**config.mk**
```make
export PLATFORM = sky130hd
export DESIGN_NAME = seg_scan_decoder
export DESIGN_NICKNAME = d
export VERILOG_FILES = /design/src/rtl/seg_scan_decoder.sv
export SDC_FILE = /design/constraint.sdc
export NUM_CORES = 1
export LEC_CHECK = 0
export ABC_AREA = 1
export CELL_PAD_IN_SITES_DETAIL_PLACEMENT = 0
export CELL_PAD_IN_SITES_GLOBAL_PLACEMENT = 1
export CORE_ASPECT_RATIO = 2
export CORE_MARGIN = 2
export CORE_UTILIZATION = 40
export CTS_CLUSTER_SIZE = 30
export DETAILED_ROUTE_END_ITERATION = 8
export PLACE_DENSITY_LB_ADDON = 0.1
export SYNTH_ARGS = -nofsm -noshare
export SYNTH_HDL_FRONTEND = slang
export SYNTH_SLANG_ARGS = --single-unit
```
**constraint.sdc**
```tcl
create_clock -name clock -period 3.7 [get_ports clock]
set_input_delay 0.74 -clock clock [delete_from_list [all_inputs] [get_ports clock]]
set_output_delay 0.74 -clock clock [all_outputs]
set_load 0.02 [all_outputs]
```
**src/rtl/seg_scan_decoder.sv**
```systemverilog
// seg_scan_decoder: watches a multiplexed 8-digit seven-segment bus and rebuilds
// value/point/enable once per scan frame. Optional build macro: SEG_SCAN_CHANGED_EN.
module seg_scan_decoder #(
   parameter int unsigned MIN_STABLE = 4,
   parameter int unsigned TIMEOUT    = 65536
) (
   input  logic        clock,
   input  logic        reset,
   input  logic [7:0]  segment,
   input  logic [7:0]  digit,
   output logic [31:0] value,
   output logic [7:0]  point,
   output logic [7:0]  enable,
   output logic        frame_valid,
   output logic        decode_err,
   output logic        changed
);

   typedef enum logic {IDLE, COLLECT} state_e;

   localparam logic [7:0]  STAB_LAST = 8'(MIN_STABLE - 1);
   localparam logic [7:0]  STAB_MAX  = 8'(MIN_STABLE);
   localparam logic [23:0] TMO_LAST  = 24'(TIMEOUT - 1);

   logic [7:0]  seg_m_q, seg_s_q, dig_m_q, dig_s_q;
   logic [15:0] bus, prev_q;
   logic [7:0]  stab_q, stab_d;
   logic [23:0] tmo_q, tmo_d;
   state_e      state_q, state_d;
   logic [2:0]  first_q, first_d;
   logic [31:0] sh_val_q, sh_val_d;
   logic [7:0]  sh_pt_q, sh_pt_d, sh_en_q, sh_en_d;
   logic        err_q, err_d;
   logic [31:0] val_q, val_d;
   logic [7:0]  pt_q, pt_d, en_q, en_d;
   logic        derr_q, derr_d, fv_q, fv_d;

   logic [7:0]  cap_seg, cap_dig, inv;
   logic [2:0]  cap_idx;
   logic [4:0]  dec;
   logic        fire, one_hot, cap, cap_ok, cap_bad;
   logic        tmo_hit, close, pub_zero;

   function automatic logic [4:0] seg_decode(input logic [6:0] s);
      logic [4:0] r;
      r = 5'h00;
      unique case (s)
         7'h3f: r = 5'h10;
         7'h06: r = 5'h11;
         7'h5b: r = 5'h12;
         7'h4f: r = 5'h13;
         7'h66: r = 5'h14;
         7'h6d: r = 5'h15;
         7'h7d: r = 5'h16;
         7'h07: r = 5'h17;
         7'h7f: r = 5'h18;
         7'h6f: r = 5'h19;
         7'h77: r = 5'h1a;
         7'h7c: r = 5'h1b;
         7'h39: r = 5'h1c;
         7'h5e: r = 5'h1d;
         7'h79: r = 5'h1e;
         7'h71: r = 5'h1f;
         default: r = 5'h00;
      endcase
      return r;
   endfunction

   assign bus = {seg_s_q, dig_s_q};

   // Capture uses prev_q: it is the value the stability count was measured on.
   assign cap_seg = prev_q[15:8];
   assign cap_dig = prev_q[7:0];
   assign inv     = ~cap_dig;
   assign one_hot = (inv != 8'h00) && ((inv & (inv - 8'd1)) == 8'h00);
   assign dec     = seg_decode(~cap_seg[6:0]);
   assign fire    = (stab_q == STAB_LAST);
   assign cap     = fire && (cap_dig != 8'hff);
   assign cap_ok  = cap && one_hot;
   assign cap_bad = cap && (!one_hot || !dec[4]);
   assign tmo_hit = !cap && (tmo_q == TMO_LAST);

   always_comb begin
      cap_idx = 3'd0;
      for (int k = 0; k < 8; k++)
         if (inv[k]) cap_idx = 3'(k);
   end

   always_comb begin
      stab_d = stab_q;
      if (bus != prev_q) stab_d = 8'd0;
      else if (stab_q != STAB_MAX) stab_d = stab_q + 8'd1;
      tmo_d = (cap || tmo_q == TMO_LAST) ? 24'd0 : tmo_q + 24'd1;
   end

   always_comb begin
      state_d  = state_q;
      first_d  = first_q;
      close    = 1'b0;
      pub_zero = 1'b0;
      unique case (state_q)
         IDLE: begin
            if (cap_ok) begin
               first_d = cap_idx;
               state_d = COLLECT;
            end else if (tmo_hit) begin
               pub_zero = 1'b1;
            end
         end
         COLLECT: begin
            if (cap_ok && cap_idx == first_q) begin
               close = 1'b1;
            end else if (tmo_hit) begin
               close   = 1'b1;
               state_d = IDLE;
            end
         end
      endcase
   end

   always_comb begin
      sh_val_d = sh_val_q;
      sh_pt_d  = sh_pt_q;
      sh_en_d  = sh_en_q;
      err_d    = err_q;
      if (close || pub_zero) begin
         sh_val_d = 32'h0;
         sh_pt_d  = 8'h0;
         sh_en_d  = 8'h0;
         err_d    = 1'b0;
      end
      // The wrap digit opens the next frame, so it lands after the clear.
      if (cap_ok) begin
         sh_val_d[{cap_idx, 2'b00} +: 4] = dec[3:0];
         sh_pt_d[cap_idx] = ~cap_seg[7];
         sh_en_d[cap_idx] = 1'b1;
      end
      if (cap_bad) err_d = 1'b1;
   end

   always_comb begin
      fv_d   = close || pub_zero;
      val_d  = val_q;
      pt_d   = pt_q;
      en_d   = en_q;
      derr_d = derr_q;
      if (close) begin
         val_d  = sh_val_q;
         pt_d   = sh_pt_q;
         en_d   = sh_en_q;
         derr_d = err_q;
      end else if (pub_zero) begin
         val_d  = 32'h0;
         pt_d   = 8'h0;
         en_d   = 8'h0;
         derr_d = 1'b0;
      end
   end

   always_ff @(posedge clock or negedge reset) begin
      if (!reset) begin
         seg_m_q  <= 8'hff;
         seg_s_q  <= 8'hff;
         dig_m_q  <= 8'hff;
         dig_s_q  <= 8'hff;
         prev_q   <= 16'hffff;
         stab_q   <= 8'd0;
         tmo_q    <= 24'd0;
         state_q  <= IDLE;
         first_q  <= 3'd0;
         sh_val_q <= 32'h0;
         sh_pt_q  <= 8'h0;
         sh_en_q  <= 8'h0;
         err_q    <= 1'b0;
         val_q    <= 32'h0;
         pt_q     <= 8'h0;
         en_q     <= 8'h0;
         derr_q   <= 1'b0;
         fv_q     <= 1'b0;
      end else begin
         seg_m_q  <= segment;
         seg_s_q  <= seg_m_q;
         dig_m_q  <= digit;
         dig_s_q  <= dig_m_q;
         prev_q   <= bus;
         stab_q   <= stab_d;
         tmo_q    <= tmo_d;
         state_q  <= state_d;
         first_q  <= first_d;
         sh_val_q <= sh_val_d;
         sh_pt_q  <= sh_pt_d;
         sh_en_q  <= sh_en_d;
         err_q    <= err_d;
         val_q    <= val_d;
         pt_q     <= pt_d;
         en_q     <= en_d;
         derr_q   <= derr_d;
         fv_q     <= fv_d;
      end
   end

   assign value       = val_q;
   assign point       = pt_q;
   assign enable      = en_q;
   assign decode_err  = derr_q;
   assign frame_valid = fv_q;

`ifdef SEG_SCAN_CHANGED_EN
   logic chg_q, chg_d;

   assign chg_d = fv_d && ({val_d, pt_d, en_d} != {val_q, pt_q, en_q});

   always_ff @(posedge clock or negedge reset) begin
      if (!reset) chg_q <= 1'b0;
      else        chg_q <= chg_d;
   end

   assign changed = chg_q;
`else
   assign changed = 1'b0;
`endif

endmodule

```
==> out/metrics.sh <==
WORST_SLEW_PIN_SLEW_NS=0.801
TIMING.MAX_SLEW.REL_SLACK_PCT=46.5
YOSYSMOSTFREQUENTCELL='nand2_1'
FIN_CRIT_NS=2.79
SETUP_VIOL=0
START_UTIL_PCT=40.5
GLOBAL_ROUTE.USAGE.TOTAL_PCT=19.1
GLOBAL_ROUTE_WIRE_LENGTH_BEFORE_REPAIR_UM=31100
YOSYSWARNINGCOUNT=0
POST-DP-HPWL_UM=14200
TIMING.CLOCK.SKEW_NS=0.00793
POST_SYNTH_INSTANCE_AREA_UM2=8030
R2R_SETUP_SLACK_NS=0.91
COUNT_OF_FINAL_MAX_SLEW_CHECK_FAILURES=0
GRT_ANTENNA_BEFORE_REPAIR=0
GRT_OVERFLOW_TOTAL=0
ROUTED_WIRELENGTH_UM=18900
TRITONCTS='yes'
SYNTH_ASYNC_SR_FLOP_SHARE_PCT=100
SYNTH_LARGEST_AREA_CELL='dfrtp_1'
CTS.ROOT.BUFFER_CELL='clkbuf_16'
SYNTH.TOP_CELLS.BY_AREA='dfrtp_1 (42%), dfstp_2 (16%), nand2_1 (15%), nand3_1 (5.2%), nor2_1 (3.3%)'
PLACE.PORT_BUFFERS=67
TOTAL_OF_MAX_CAP_VIOLATIONS=0
STARTPOINT='prev_q[4]'
LAYOUT.CELL_AREA.NON_FILLER_UM2=9580
SYN-NUM-NETS=932
SETUP_TNS_NS=0
SYNTH_LARGEST_TYPE_AREA_FRACTION_PCT=42.1
CRITPATHARRIVALTIME_NS=3.12
REG2REG_TO='sh_val_q[18]'
FP.DIEH_UM=204
CTS.REPAIR_TIMING.SETUP_BUFFER_COUNT=0
WORST_R2R_STARTPOINT='prev_q[4]'
WORSTSETUPSTARTPOINTTYPE='register'
CTS_MAX_PATH_BUFFERS=2
POWER.IR.VDD_WORST_mV=0.286
CLK_LATENCY_NS=0.44
CTS-HTREE-LEVELS=4
VIA_COUNT_OF_THE_FIRST_GLOBAL_ROUTING_PASS=6188
YOSYSSEQAREASHARE_PCT=57.8
WORST_R2R_PATH_DEPTH=12
TIMING.CRITICAL_PATH.TO='sh_val_q[18]'
CORE-AREA_UM2=19800
SYNTH_CELLS=906
DRT_FIRST_PASS_ITERS=4
SYNTH-MAIN-FF-CELL='dfrtp_1'
CRIT_FANOUT=5
DPL-INSTANCE-AREA_UM2=8960
PIN_COUNT_OF_THE_BIGGEST_NET_ENTERING_GLOBAL_ROUTING=95
CLOCK_SINK_COUNT=183
RSZ0062_AT_GRT='no'
CTS_BUFFERS=17
IO_PINS=69
TIMING.CRITICAL_PATH.TO_TYPE='register'
FIN_CRIT_SH_PCT=75.5
TOTAL_NUMBER_OF_NETS_IN_THE_FINAL_DESIGN=1001
NUM_ANTENNA_CELLS=0
TIMING.FINAL.HOLD_VIOLATIONS=0
DRT-VIAS-PER-INSTANCE=4.79
CRIT_TYPE='reg -> reg'
AREA_DELTA_SYNTH_FINAL_PCT=19.4
FINAL_LAYOUT_SIZE_SUFFIX_GT1_SHARE_PCT=12.1
DIEWIDTH_UM=104
SYNTHTOPCELLSBYCOUNT='nand2_1 (330), dfrtp_1 (135), nand3_1 (84)'
ANT_NETS=0
FILL_CELLS=1970
FMAXACHIEVABLE_MHz=358
CTS.REPAIR.RESIZED=0
ROWS=73
DIE_FOOTPRINT_UM2=21300
YOSYS_REGISTER_BITS=183
POWER_PER_CELL_AREA_nW_PER_UM2=430
POWER_LEAKAGE_nW=4.75
YS_TYPES=41
HOLD_CLASS='in -> async'
GLOBALPLACE.CONGESTION=0.879
VIAS=5993
POST_SYNTH.CELL_AREA_AVG_UM2=8.86
DRT-INITIAL-DRC-COUNT=234
SYNTH-EDFF-COUNT=0
DETAIL_ROUTE.WL_PER_CELL_UM=15.1
CTS_HOLD_BUFFERS=0
PATH_CLK_SLEW_NS=0.07
OUTCOME='finished clean'
CRITICAL_PATH_REQUIRED_NS=4.03
DRC_ERRORS=0
==> report_power, final <==
part | total (mW) | leakage (nW) | switching [mW] | internal [mW]
combinational | 0.149 | 2.07 | 0.100 | 0.0492
sequential | 2.07 | 2.38 | 0.0239 | 2.05
clock | 1.90 | 0.305 | 0.790 | 1.11
==> worst max-delay path: stages (launching register included) <==
cell	delay, ns
dfstp_2	0.58
nand2_1	0.12
inv_2	0.10
nand2_1	0.07
nand2_1	0.14
inv_1	0.11
ha_1	0.19
ha_1	0.33
inv_1	0.07
nor4_1	0.58
nand2_1	0.23
nand3_1	0.14
nand2_1	0.05
==> metal layers <==
| layer | wire [um] | GRT usage, % | vias to the layer above |
|---|---|---|---|
| met5 | 0 | 0 | - |
| met4 | 621 | 9.51 | 0 |
| met3 | 376 | 3.41 | 32 |
| met2 | 11400 | 38.5 | 79 |
| met1 | 6540 | 18.1 | 2867 |
| li1 | - | - | 3015 |
==> area by class of cell <==
type	instances	area, um2	area share (%)
flip-flops and latches	183	4640	48.4
multi-input cells	624	2960	30.8
inverters	76	285	2.98
clock buffers	19	453	4.73
repair buffers	73	754	7.87
well taps	262	328	3.42
clock inverters	13	169	1.76
==> per-stage QoR <==
stage / std cells / power, mW / util (%) / setup WS, ns / hold slack, ns
finish: 1250 / 4.12 / 48.4 / 0.907 / 0.319
global route: 1250 / 4.29 / 48.4 / 0.677 / 0.356
CTS: 1250 / 4.19 / 48.4 / 0.931 / 0.333
detailed placement: 1218 / 2.26 / 45.2 / 0.954 / 0.347
global placement: 1218 / 2.26 / 45.2 / 1.03 / 0.346
floorplan: 906 / 2.17 / - / 1.31 / 0.345
==> flip-flops by register name, summed over array words and instances (netlist names), 8 cells and up <==
register and flops:
prev_q 16, sh_val_q 32, stab_q 8, enable 8
dig_m_q 8, sh_en_q 8, sh_pt_q 8, seg_s_q 8
tmo_q 24, dig_s_q 8, value 32, seg_m_q 8
point 8
==> cells by family (layout without fill, tap and decap cells) <==
kind of cell,Yosys count,after routing,share of synthesized area [%]
simple gates,553,553,30.0
flops,183,183,57.8
buf+inv,99,181,5.39
compound gates,36,36,2.67
xor+xnor,26,26,2.84
fa+ha+maj,8,8,1.25
other cells,1,1,0.0467
==> worst min-delay path by stage <==
stage	startpoint	slack, ns	to
floorplan	dig_m_q[0]	0.35	dig_s_q[0]
global placement	seg_m_q[1]	0.35	seg_s_q[1]
detailed placement	dig_m_q[2]	0.35	dig_s_q[2]
CTS	reset	0.33	value[8]
global route	reset	0.36	value[4]
finish	reset	0.32	value[4]
==> cell usage in the layout, fill, tap and decap left out, types with 14 or more instances in the layout <==
cell	count
xnor2_1	18
a21oi_1	14
inv_2	16
nor2_1	71
dfstp_2	48
nand4_1	21
inv_1	60
dfrtp_1	135
nor3_1	18
nand2_1	330
nand3_1	84
clkdlybuf4s50_1	66
clkbuf_16	17
No activity file was read; power rests on OpenSTA's default activity.
==> edit: new RTL, same flow settings <==
The output `frame_valid` loses its register stage (`fv_q` becomes a continuous assignment).
--- a/src/rtl/seg_scan_decoder.sv
+++ b/src/rtl/seg_scan_decoder.sv
@@ -176,7 +176,6 @@
          pt_q     <= 8'h0;
          en_q     <= 8'h0;
          derr_q   <= 1'b0;
-         fv_q     <= 1'b0;
       end else begin
          seg_m_q  <= segment;
          seg_s_q  <= seg_m_q;
@@ -195,9 +194,10 @@
          pt_q     <= pt_d;
          en_q     <= en_d;
          derr_q   <= derr_d;
-         fv_q     <= fv_d;
-      end
-   end
+      end
+   end
+
+   assign fv_q = fv_d;
 
    assign value       = val_q;
    assign point       = pt_q;
Check against the original RTL: same outputs for any inputs over 10 cycles, from zero or initial values and one cycle with reset low; that may be too few to reach the edited logic, so the function may still have changed.
==> edit against the original RTL <==
Die area decreased by 0.30%. Sequential cell count down 1. Power about the same. Setup slack got worse by 0.63 ns. Synthesized area is 0.31% lower. First-iteration DRC count decreased by 28%. Largest cell class unchanged. Final cell count about the same. Design area barely moved. Wire length is 1.1% lower.
==> edit: results (changes against the original RTL) <==
[run_status]
status = complete, no violations

[drt]
viasPerCell = 4.81  ; +0.42%
drtIter0Drc = 169  ; -28%
drtPass1Iterations = 4  ; unchanged
drt-total-wl_mm = 18.7  ; -1.1%
wire_per_inst_um = 15.0  ; -1.2%

[logic_synthesis]
seq_area_frac_synth_pct = 57.7  ; -0.13 points
netlist_top_cells_area = dfrtp_1, dfstp_2, nand2_1
syn_avg_cell_area_um2 = 8.84  ; -0.20%
synth_fp_nets = 931  ; -0.11%
synthTopCellsByCount = nand2_1, dfrtp_1, nand3_1, nor2_1, inv_1

[setup_path]
startpoint = tmo_q[0]$_DFF_PN0_
arrival_ns = 2.68  ; -0.44 ns
cp_max_fo = 4  ; -1
path_delay_family = simple AND/OR/NAND/NOR gates
regToRegEndpoint = sh_val_q[19]$_DFF_PN0_
rr_startpoint = prev_q[5]$_DFF_PN1_
critPathCapture = frame_valid
reg2reg_setup_slack_ns = 0.78  ; -0.13 ns
critical_path.max_stage_delay_ns = 0.65  ; +0.07 ns
cp_slowest_cell = clkdlybuf4s50_1

[pwr]
p_switching_mw = 0.897  ; -1.8%
irDropWorstVdd_uv = 295  ; +3.3%
p_leak_nw = 4.73  ; -0.38%

[layout]
antenna_cells = 0  ; unchanged
nFillCells = 1993  ; +1.2%
layout-drive-gt1-share_pct = 12.2  ; +0.089 points
fin_nets = 1002  ; +0.10%

[grt]
grt_pass1_vias = 6379  ; +3.1%
grtUsageTotal_pct = 19.1  ; about the same
met3_usage_pct = 3.83  ; +0.41 points
use_met2_pct = 37.5  ; -1.0 points
grt_start_max_net_pins = 65  ; -32%
grt_pass1_wl_mm = 31.6  ; +1.5%
use_met1_pct = 18.2  ; +0.14 points
antenna_found_initial = 0  ; unchanged

[sta]
relSlewSlack_pct = 42.6  ; -3.9 points
hold_viol_final = 0  ; unchanged
fin_skew_ns = 0.00921  ; +0.00129 ns

[clocking]
clockRootBuffer = clkbuf_16
cts.path.max_buffers = 2  ; unchanged
h-tree-depth = 4  ; unchanged
path_clk_slew_ns = 0.07  ; about the same

[worst_hold_path]
min_path_type = input pin to asynchronous set/reset pin

[placed_design]
dp.cells = 1219  ; +0.082%
gp_congestion = 0.887  ; +1.0%
port-buffer-count = 67  ; unchanged
dp_hpwl_mm = 14.2  ; -0.12%

==> edit: cell count changes after synthesis <==
cell | before | now
dfrtp_1 | 135 | 134
==> edit: logic make-up after synthesis <==
logic type               count (synthesis)  synth area share [%]
adder cells (fa/ha/maj)                  8                  1.25
other                                    1                0.0469
AND/OR/NAND/NOR                        553                  30.1
XOR/XNOR                                26                  2.85
flip-flops                             182                  57.7
buffers and inverters                   99                  5.41
AO/OA/AOI/OAI                           36                  2.67
==> edit: power groups by stage <==
stage	sequential, mW	combinational (mW)	clock, mW
after floorplan	2.09	0.0694	0
final	2.06	0.147	1.91
after global placement	2.10	0.151	0
after CTS	2.06	0.152	1.97
after detailed placement	2.10	0.152	0
after global routing	2.06	0.169	2.05
==> edit: stage by stage <==
step	cell area (um^2)	total power, mW	hold slack (ns)	util [%]	setup WS, ns
final	9580	4.12	0.255	48.6	0.276
after detailed placement	8950	2.25	0.347	45.4	0.704
after CTS	9580	4.18	0.271	48.6	0.211
after floorplan	8000	2.16	0.345	-	1.31
after global placement	8950	2.25	0.345	45.4	0.738
after global routing	9580	4.29	0.285	48.6	0.0182
==> edit: final cells by class <==
type                    count  area share, %
flip-flops and latches    182           48.2
multi-input cells         624           30.8
repair buffers             75           8.03
clock buffers              18           4.48
well taps                 262           3.42
inverters                  76           2.98
clock inverters            14           2.08
==> edit: layer usage <==
layer  routed length (um)  share of wire [%]  up-vias
li1                     -                  -     3017
met1                 6530                 35     2867
met2                10800                 58       93
met3                  435                2.3       46
met5                    0                  0        -
met4                  925                4.9        0
